$ cat config.mk
export PLATFORM = sky130hd
export DESIGN_NAME = hazard3_riscv_timer_mc
export DESIGN_NICKNAME = d
export VERILOG_FILES = /design/src/rtl/hazard3_riscv_timer_mc.sv
export SDC_FILE = /design/constraint.sdc
export NUM_CORES = 1
export LEC_CHECK = 0
export BUFFER_PORTS_ARGS = -buffer_cell sky130_fd_sc_hd__clkbuf_2
export CORE_ASPECT_RATIO = 1.4
export CORE_MARGIN = 1
export CORE_UTILIZATION = 40
export DETAILED_ROUTE_END_ITERATION = 6
export SLEW_MARGIN = 20
export SYNTH_ARGS = -nofsm -noshare
export SYNTH_HDL_FRONTEND = slang
export SYNTH_SLANG_ARGS = --single-unit
export TNS_END_PERCENT = 5
$ cat constraint.sdc
create_clock -name clk -period 5.1 [get_ports clk]
set_input_delay 0.255 -clock clk [delete_from_list [all_inputs] [get_ports clk]]
set_output_delay 0.255 -clock clk [all_outputs]
set_load 0.005 [all_outputs]
$ cat src/rtl/hazard3_riscv_timer_mc.sv
// Multi-channel RISC-V machine timer with a shared 64-bit mtime and N_CMP mtimecmp channels.
// Includes a tick prescaler, an optional NRZ tick synchroniser and an APB slave with a tear-free mtime read.
module hazard3_riscv_timer_mc #(
    parameter int N_CMP       = 2,
    parameter int PRESCALE_W  = 8,
    parameter int TICK_IS_NRZ = 0
) (
    input  logic             clk,
    input  logic             rst_n,
    input  logic [15:0]      paddr,
    input  logic             psel,
    input  logic             penable,
    input  logic             pwrite,
    input  logic [31:0]      pwdata,
    output logic [31:0]      prdata,
    output logic             pready,
    output logic             pslverr,
    input  logic             dbg_halt,
    input  logic             tick,
    output logic [N_CMP-1:0] timer_irq
);

    localparam logic [15:0] ADDR_CTRL     = 16'h0000;
    localparam logic [15:0] ADDR_PRESCALE = 16'h0004;
    localparam logic [15:0] ADDR_MTIME    = 16'h0008;
    localparam logic [15:0] ADDR_MTIMEH   = 16'h000C;
    localparam logic [PRESCALE_W-1:0] PCNT_ONE = PRESCALE_W'(1);

    function automatic logic [15:0] cmp_lo_addr(input int idx);
        return 16'(16 + 8 * idx);
    endfunction

    function automatic logic [15:0] cmp_hi_addr(input int idx);
        return 16'(20 + 8 * idx);
    endfunction

    logic                  en_q, en_d;
    logic [PRESCALE_W-1:0] div_q, div_d;
    logic [PRESCALE_W-1:0] pcnt_q, pcnt_d;
    logic [63:0]           mtime_q, mtime_d;
    logic [31:0]           snap_q, snap_d;
    logic [63:0]           cmp_q [N_CMP];
    logic [63:0]           cmp_d [N_CMP];
    logic [N_CMP-1:0]      irq_q, irq_d;

    logic bus_wr;
    logic bus_rd;
    logic tick_evt;
    logic advance;
    logic inc;
    logic [31:0] rdata;

    assign bus_wr  = psel & penable & pwrite;
    assign bus_rd  = psel & penable & ~pwrite;
    assign pready  = 1'b1;
    assign pslverr = 1'b0;

    // NRZ mode: two-flop synchroniser plus a history flop, every edge is one event.
    generate
        if (TICK_IS_NRZ != 0) begin : g_nrz
            logic [2:0] sync_q, sync_d;

            always_comb begin
                sync_d = {sync_q[1], sync_q[0], tick};
            end

            always_ff @(posedge clk) begin
                if (!rst_n) begin
                    sync_q <= 3'b000;
                end else begin
                    sync_q <= sync_d;
                end
            end

            assign tick_evt = sync_q[1] ^ sync_q[2];
        end else begin : g_level
            assign tick_evt = tick;
        end
    endgenerate

    assign advance = tick_evt & en_q & ~dbg_halt;

    always_comb begin
        rdata = '0;
        if (paddr == ADDR_CTRL) begin
            rdata[0] = en_q;
        end else if (paddr == ADDR_PRESCALE) begin
            rdata[PRESCALE_W-1:0] = div_q;
        end else if (paddr == ADDR_MTIME) begin
            rdata = mtime_q[31:0];
        end else if (paddr == ADDR_MTIMEH) begin
            rdata = snap_q;
        end else begin
            for (int i = 0; i < N_CMP; i++) begin
                if (paddr == cmp_lo_addr(i)) begin
                    rdata = cmp_q[i][31:0];
                end
                if (paddr == cmp_hi_addr(i)) begin
                    rdata = cmp_q[i][63:32];
                end
            end
        end
    end

    assign prdata = rdata;

    always_comb begin
        en_d    = en_q;
        div_d   = div_q;
        pcnt_d  = pcnt_q;
        mtime_d = mtime_q;
        snap_d  = snap_q;
        cmp_d   = cmp_q;
        irq_d   = '0;
        inc     = 1'b0;

        for (int i = 0; i < N_CMP; i++) begin
            irq_d[i] = (mtime_q >= cmp_q[i]);
        end

        if (bus_wr && paddr == ADDR_CTRL) begin
            en_d = pwdata[0];
        end

        // A PRESCALE write restarts the divider; an event landing on that cycle is dropped.
        if (bus_wr && paddr == ADDR_PRESCALE) begin
            div_d  = pwdata[PRESCALE_W-1:0];
            pcnt_d = '0;
        end else if (advance) begin
            if (pcnt_q == div_q) begin
                inc    = 1'b1;
                pcnt_d = '0;
            end else begin
                pcnt_d = pcnt_q + PCNT_ONE;
            end
        end

        if (bus_wr && paddr == ADDR_MTIME) begin
            mtime_d[31:0] = pwdata;
        end else if (bus_wr && paddr == ADDR_MTIMEH) begin
            mtime_d[63:32] = pwdata;
        end else if (inc) begin
            mtime_d = mtime_q + 64'd1;
        end

        if (bus_rd && paddr == ADDR_MTIME) begin
            snap_d = mtime_q[63:32];
        end

        for (int i = 0; i < N_CMP; i++) begin
            if (bus_wr && paddr == cmp_lo_addr(i)) begin
                cmp_d[i][31:0] = pwdata;
            end
            if (bus_wr && paddr == cmp_hi_addr(i)) begin
                cmp_d[i][63:32] = pwdata;
            end
        end
    end

    always_ff @(posedge clk) begin
        if (!rst_n) begin
            en_q    <= 1'b1;
            div_q   <= '0;
            pcnt_q  <= '0;
            mtime_q <= '0;
            snap_q  <= '0;
            irq_q   <= '0;
            for (int i = 0; i < N_CMP; i++) begin
                cmp_q[i] <= '1;
            end
        end else begin
            en_q    <= en_d;
            div_q   <= div_d;
            pcnt_q  <= pcnt_d;
            mtime_q <= mtime_d;
            snap_q  <= snap_d;
            irq_q   <= irq_d;
            cmp_q   <= cmp_d;
        end
    end

    assign timer_irq = irq_q;

endmodule

After elaboration in Yosys (flattened, before gate mapping)
Cells that the tools add are included.

Register bits after elaboration: 243. Bits in latches: 0. Memory bits (writable): 0. ROM bits: 0. Bits of input ports: 55. Output and inout bits: 36. Memories: 0.

Add/sub/neg operators: 2. Multiply operators: 0. Divide/modulo/power cells: 0. $lt $le $gt $ge: 2. Equal/unequal tests: 9. Shift operators: 0. Muxes and demuxes: 18. Bitwise gates (word level): 9. Reductions and logical operators: 15.

Operator list (count): $mux W32 (9); $ge A64 B64 Y1 (2); $add A64 B1 Y64 const B (1); $eq A16 B5 Y1 const B (4); $mux W64 (1); $eq A16 B4 Y1 const B (2); $mux W31 (1); $mux W24 (1); $eq A16 B3 Y1 const B (1); $logic_not A16 Y1 (1); $mux W8 (2); $logic_and A1 B1 Y1 (9); $add A8 B1 Y8 const B (1); $eq A8 B8 Y1 (1); $and A1 B1 Y1 (5); $mux W1 (4); $not A1 Y1 (4); $reduce_and A2 Y1 (2); $reduce_bool A2 Y1 (2); $ne A2 B2 Y1 const B (1); $reduce_or A2 Y1 (1).

Logic depth before layout (Yosys ltp)
Gate-level depths: netlist of the first run.

Word-level depth: 9. Gate-level depth with buffers: 9. Depth with buffers taken out: 9.

Worst setup path after synthesis of the first run
No wires, ideal clock.

Path type: input-to-output. Start point: input port paddr[9]. End point: output port prdata[3]. Data arrival time: 2.063 ns. Required time: 4.845 ns. Path slack: 2.782 ns. Stages: 8. Path through: nor4_1 > nand4_1 > nor2_1 > and3_1 > clkbuf_1 > clkbuf_1 > a22oi_1 > nand2_1.

Cells in the longest elaborated chain, start to end: 9. Elaborated cells on any way between the ends: 16. Those cells by class: 7 x eq/ne; 8 x mux; 1 x reduce/logical.

RTL lines: from (decl) (RTL line 10) `input logic [15:0] paddr,`; $eq A16 B5 Y1 (RTL line 95) `if (paddr == cmp_lo_addr(i)) begin`; $mux W32 (RTL line 95); $mux W32 (RTL line 98) `if (paddr == cmp_hi_addr(i)) begin`; $mux W32 (RTL line 95); $mux W32 (RTL line 98); $mux W32 (RTL line 91) `end else if (paddr == ADDR_MTIMEH) begin`; $mux W32 (RTL line 89) `end else if (paddr == ADDR_MTIME) begin`; $mux W8 (RTL line 87) `end else if (paddr == ADDR_PRESCALE) begin`; $mux W31 * (RTL line 85) `if (paddr == ADDR_CTRL) begin`; to (decl) (RTL line 15) `output logic [31:0] prdata,`.

Every way passes the cells marked *; elsewhere a longest branch is shown, timed or not.

Worst setup path after layout of the first run
Start point: register pcnt_q[0]. End point: register mtime_q[50].

Cells in the longest elaborated chain, start to end: 6.

RTL lines: from (decl) (RTL line 39) `logic [PRESCALE_W-1:0] pcnt_q, pcnt_d;`; from (signal assigned) (RTL line 174) `pcnt_q <= pcnt_d;`; $eq A8 B8 Y1 (RTL line 130) `if (pcnt_q == div_q) begin`; $mux W1 (RTL line 130); $mux W1 (RTL line 129) `end else if (advance) begin`; $mux W1 (RTL line 126) `if (bus_wr && paddr == ADDR_PRESCALE) begin`; $reduce_bool A2 Y1 (no line); $reduce_and A2 Y1 (no line); to (signal assigned) (RTL line 175) `mtime_q <= mtime_d;`; to (decl) (RTL line 40) `logic [63:0] mtime_q, mtime_d;`.

Every way passes these cells. A chain may end at the register's enable or synchronous reset.

==> flow_summary.toml, run 1 <==
[run_status]
outcome = "finished, final reports clean"

[worst_setup_path]
endpoint_kind = "flip-flop"
crit_fanout = 46
arrival_ps = 3650
r2r-end = "mtime_q[50]$_SDFFE_PN0P_"
r2r_setup_slack_ps = 1920
r2r_cells = 7
crit_type = "reg -> reg"
required_ps = 5570
startpoint_type = "flip-flop"
rr_startpoint = "pcnt_q[0]$_SDFFE_PP0P_"

[power]
cellPowerDensity_nw_per_um2 = 252
leakage_uw = 0.00768
p_int_uw = 3090
sw_frac_of_total_pct = 23.8
seqPwrFrac_pct = 46.9
clock_power_share_pct = 49.2
p_total_uw = 4060
vdd_drop_max_mv = 0.198
power.switching_uw = 965
combPwrFrac_pct = 4.0

[synth]
synthXorXnorAreaFrac_pct = 2.73
synth_ff_type = "dfxtp_1"
synth_cell_type_count = 66
synth_commonest_cells = "nand2_1, dfxtp_1, inv_1, o211ai_1, ha_1"
synthArstFlopShare_pct = 0
syn_nets = 1973
ys_ff_latch = 243
yosysWarnings = 0
synthCells = 1788
synthAdderAreaFrac_pct = 11.3
synth_top_family_by_area = "compound AO/OA/AOI/OAI gates"
ys_seq_area_share_pct = 33.7
synth_compound_area_share_pct = 23.7
synthMuxAreaShare_pct = 3.18
synthSimpleGateAreaFrac_pct = 18.6
synth_enable_flop_cells = 0
synth_top_area_share_pct = 33.7
yosys-top-cells-area = "dfxtp_1, ha_1, nand2_1, o211ai_1, inv_1"
synth_top_area_cell = "dfxtp_1"
synth.most_common_cell = "nand2_1"
avgSynthCellArea_um2 = 8.07
netlist_area_um2 = 14400

[detailed_routing]
via_per_inst = 5.97
dr.pass1.iters = 5
drc_errors = 0
antenna_left = 0
initialDrtViolationCount = 1159
via_count = 13700
wl_per_cell_um = 21.6
wl_um = 49400

[final_layout]
drive_gt1_share_pct = 10.7
post-route-cell-area_um2 = 16100
fill_cells = 3538
area_growth_pct = 11.5
seq_area_um2 = 4860
multi_input_area_um2 = 8630
antenna_cells = 0
nets = 2002

[global_routing]
met2_usage_pct = 48.2
grtUsageMet3_pct = 2.94
grt_pass1_vias = 13300
grt_first_pass_wirelength_um = 77000
grt_use_met1_pct = 32.5
grt_remaining_overflow = 0
antenna_found_initial = 0
grt_busiest_layer = "met2"
gr-usage-all-layers_pct = 27.1
grt_max_degree = 87

[die]
fp.coreArea_um2 = 35300
die_h_um = 227
fp.dieW_um = 163
pin_count = 91
dieArea_um2 = 36800
initial_core_util_pct = 40.9
row_count = 81

[worst_hold_path]
hold_end = "mtime_q[20]$_SDFFE_PN0P_"
hold_path.class = "in -> reg"
min_from = "pwdata[20]"
whs_path_depth = 3

[placement]
hpwl_um = 34900
numPortBuffers = 88
placed_cell_area_um2 = 15200
gp_congestion = 0.879

[run]
cap_violations = 0

[timing]
drv_slew = 0
final.period_utilization_pct = 62.3
max_freq_ghz = 0.314
period_minus_slack_ps = 3180
finalSetupTns_ps = 0
max_slew.worst_pin.slew_ps = 1120
clock_skew_ps = 17.2
finalHoldViolCount = 0
slew_headroom_pct = 24.9
setup_viol = 0
rsz0062_at_grt = "false"

[cts]
cts_sinks = 243
cts_buffers = 27
ctsLongestPathBuffers = 3
clock_latency_ps = 560
clk_pin_slew_worst_paths_ps = 60
cts_setup_buffers = 0
postCtsHoldBufs = 1
cts_root_buf = "clkbuf_16"
cts_tree = "built"
h-tree-depth = 1
cts_resized = 0
[worst max-delay path by stage]
stage	startpoint	to	cells past startpoint
after floorplan	paddr[9]	prdata[3]	8
after global placement	paddr[2]	mtime_q[50]$_SDFFE_PN0P_	8
after detailed placement	paddr[1]	cmp_q[50]$_SDFFE_PN1P_	8
after CTS	pcnt_q[0]$_SDFFE_PP0P_	mtime_q[50]$_SDFFE_PN0P_	7
after global routing	pcnt_q[0]$_SDFFE_PP0P_	mtime_q[50]$_SDFFE_PN0P_	7
final	pcnt_q[0]$_SDFFE_PP0P_	mtime_q[50]$_SDFFE_PN0P_	7
[registers in the layout, indices dropped and copies added, names as in the netlist]
| name | count |
|---|---|
| snap_q | 32 |
| mtime_q | 64 |
| pcnt_q | 8 |
| en_q | 1 |
| div_q | 8 |
| timer_irq | 2 |
| cmp_q | 128 |
[cell usage in the layout (no fill, tap or decap), drive strengths merged, types with 6 or more instances in the layout]
master,count
and3,13
ha,130
a21o,23
a221o,8
a22oi,22
a211oi,30
nor2,131
nor3,27
inv,141
a222oi,22
a21oi,75
o221a,11
clkbuf,125
nor4,16
nand4,39
and2,7
or3,6
o211ai,139
xnor2,33
mux2,7
xor2,12
dfxtp,243
and4,6
mux2i,38
a41oi,7
nand2,284
o21ai,87
nand3,35
buf,23
a31oi,23
[power groups by stage]
stage / sequential (uW) / combinational (uW) / clock (uW)
after floorplan: 1940 / 74.4 / 0
after global placement: 1940 / 157 / 0
after detailed placement: 1940 / 158 / 0
after CTS: 1900 / 159 / 2030
after global routing: 1900 / 172 / 2100
final: 1900 / 161 / 1990
[cells by family after synthesis]
family | count (synthesis)
AO/OA/AOI/OAI | 489
XOR/XNOR | 45
adder cells (fa/ha/maj) | 130
buffers and inverters | 251
flip-flops | 243
multiplexers | 45
other | 2
AND/OR/NAND/NOR | 583
[final cells by class]
type / count / share of cell area, %
multi-input cells: 1294 / 53.6
flip-flops and latches: 243 / 30.2
clock buffers: 38 / 4.83
repair buffers: 111 / 3.84
well taps: 456 / 3.55
inverters: 140 / 3.27
clock inverters: 9 / 0.630
[layer usage]
| layer | wire length (um) | part of all wire, % |
|---|---|---|
| met5 | 0 | 0 |
| met4 | 1880 | 3.8 |
| met3 | 2620 | 5.3 |
| met2 | 24800 | 50 |
| met1 | 20100 | 41 |
[through the flow]
| stage | util, % | hold WS (ps) | worst slack, ps | cells |
|---|---|---|---|---|
| finish | 45.6 | 38.0 | 1920 | 2291 |
| global route | 45.6 | 60.2 | 1680 | 2291 |
| CTS | 45.6 | 18.9 | 1950 | 2291 |
| detailed placement | 43.1 | 483 | 1790 | 2243 |
| global placement | 43.1 | 469 | 1930 | 2243 |
| floorplan | - | 364 | 2780 | 1788 |
[critical path, stage by stage (launching register included)]
cell and delay [ps]:
dfxtp_1 410, xnor2_1 150, nand4_1 160, nor4_2 490, nor2b_1 660, o21ai_4 440
or4_1 590, a31oi_1 180
Power figures use the tool's default switching activity.
==> run 2: changes to the inputs <==
clock period = 3 ns   (was 5.1 ns; I/O delays follow)
==> flow_summary.toml, run 2 (synthesized netlist as in run 1, its figures left out) <==
[run_status]
outcome = "finished, final reports clean"

[die]
initial_core_util_pct = 40.9
row_count = 81
dieArea_um2 = 36800
fp.coreArea_um2 = 35300
fp.dieW_um = 163
pin_count = 91
die_h_um = 227

[worst_setup_path]
crit_cells = 9
r2r-end = "timer_irq[0]$_SDFF_PN0_"
r2r_cells = 9
rr_startpoint = "mtime_q[0]$_SDFFE_PN0P_"
startpoint_type = "flip-flop"
arrival_ps = 3230
critPathCapture = "timer_irq[0]$_SDFF_PN0_"
crit_buf_inv = 1
required_ps = 3430
r2r_setup_slack_ps = 200
endpoint_kind = "flip-flop"
crit_family = "compound AO/OA/AOI/OAI gates"
worst_path_largest_cell_delay_ps = 530
crit_chain = "inv_1 -> ha_1 -> nand2b_1 -> a21o_1 -> a211o_1 -> a211oi_1 -> o21ai_0 -> a211oi_1 -> o211ai_1"
crit_type = "reg -> reg"
crit_start = "mtime_q[0]$_SDFFE_PN0P_"
slowest_stage = "a211oi_1"
cpMostUsedCell = "a211oi_1"
crit_fanout = 4

[timing]
final.period_utilization_pct = 93.4
setup_viol = 0
drv_slew = 0
slew_headroom_pct = 49.2
max_slew.worst_pin.slew_ps = 762
finalSetupTns_ps = 0
clock_skew_ps = 24.4
max_freq_ghz = 0.357
period_minus_slack_ps = 2800
rsz0062_at_grt = "false"
finalHoldViolCount = 0

[cts]
cts_setup_buffers = 0
ctsLongestPathBuffers = 3
cts_root_buf = "clkbuf_16"
cts_tree = "built"
clk_pin_slew_worst_paths_ps = 70
cts_buffers = 27
cts_sinks = 243
h-tree-depth = 1
clock_latency_ps = 570

[global_routing]
grt_remaining_overflow = 0
grt_max_degree = 151
grt_pass1_vias = 13300
gr-usage-all-layers_pct = 27.1
antenna_found_initial = 0
grt_first_pass_wirelength_um = 77400

[placement]
hpwl_um = 35900
gp_congestion = 0.897
numPortBuffers = 88

[final_layout]
area_growth_pct = 16.9
nets = 2084
top_register = "cmp_q"
seq_area_um2 = 4860
drive_gt1_share_pct = 12.8
multi_input_area_um2 = 8630
reg.largest.list = "cmp_q x128, mtime_q x64, snap_q x32"
mostFrequentLayoutCells = "nand2_1, dfxtp_1, inv_1, o211ai_1, ha_1"
mostFrequentLayoutCell = "nand2_1"
fill_cells = 3554
antenna_cells = 0
largest_reg_flops = 128

[detailed_routing]
wl_per_cell_um = 20.9
initialDrtViolationCount = 1093
via_count = 13900
dr.pass1.iters = 7
via_per_inst = 5.85
antenna_left = 0
wl_um = 49700
drc_errors = 0

[worst_hold_path]
hold_path.class = "in -> reg"

[run]
cap_violations = 0

[power]
cellPowerDensity_nw_per_um2 = 410
leakage_uw = 0.00809
p_total_uw = 6920
vdd_drop_max_mv = 0.462
## run 2: cell type report
cell class | count | share of cell area, %
Clock buffer | 40 | 4.65
Clock inverter | 8 | 0.579
Inverter | 140 | 3.12
Multi-Input combinational cell | 1294 | 51.2
Sequential cell | 243 | 28.9
Tap cell | 456 | 3.38
Timing Repair Buffer | 193 | 8.24
## run 2: layer usage
| metal | vias to the layer above | share of wire, % | wire, um | track usage [%] |
|---|---|---|---|---|
| met5 | - | 0 | 0 | 0 |
| met4 | 0 | 4.0 | 1990 | 11.4 |
| met3 | 109 | 5.3 | 2620 | 2.38 |
| met2 | 462 | 50 | 25000 | 48.9 |
| met1 | 6614 | 41 | 20200 | 32.7 |
| li1 | 6704 | - | - | - |
## run 2: worst min-delay path: cells and delay by family
| family | cells | cell delay [ps] |
|---|---|---|
| AO/OA/AOI/OAI | 2 | 210 |
| AND/OR/NAND/NOR | 1 | 90 |
| buffers and inverters | 1 | 80 |
## run 2: what timing repair did
item | in CTS | in global routing
hold buffers | 33 | 0
gates resized for setup | 0 | 0
setup endpoints to repair | 0 | 0
hold endpoints to repair | 144 | 0
## run 2: worst min path at each step
stage,cells past startpoint,slack (ps),endpoint,startpoint
2_1_floorplan,2,260,mtime_q[14]$_SDFFE_PN0P_,pwdata[14]
3_3_place_gp,3,460,mtime_q[21]$_SDFFE_PN0P_,pwdata[21]
3_5_place_dp,3,470,mtime_q[20]$_SDFFE_PN0P_,pwdata[20]
4_1_cts,4,10,pcnt_q[1]$_SDFFE_PP0P_,tick
5_1_grt,4,70,pcnt_q[1]$_SDFFE_PP0P_,tick
6_report,4,20,pcnt_q[1]$_SDFFE_PP0P_,tick
## run 2: power by group
part	total (uW)	leakage, uW	internal, uW	switching, uW
Combinational	312	0.00569	99.8	213
Clock	3370	0.000437	1970	1400
Sequential	3230	0.00196	3230	4.21
## run 2: per-stage QoR
stage	cell area, um^2	util (%)	hold WS [ps]	worst slack (ps)	std cells
after floorplan	14400	-	259	727	1788
after global placement	15600	44.4	465	241	2293
after detailed placement	15600	44.4	467	198	2293
after CTS	16900	47.8	10.1	147	2374
after global routing	16900	47.8	72.9	57.7	2374
final	16900	47.8	23.3	197	2374
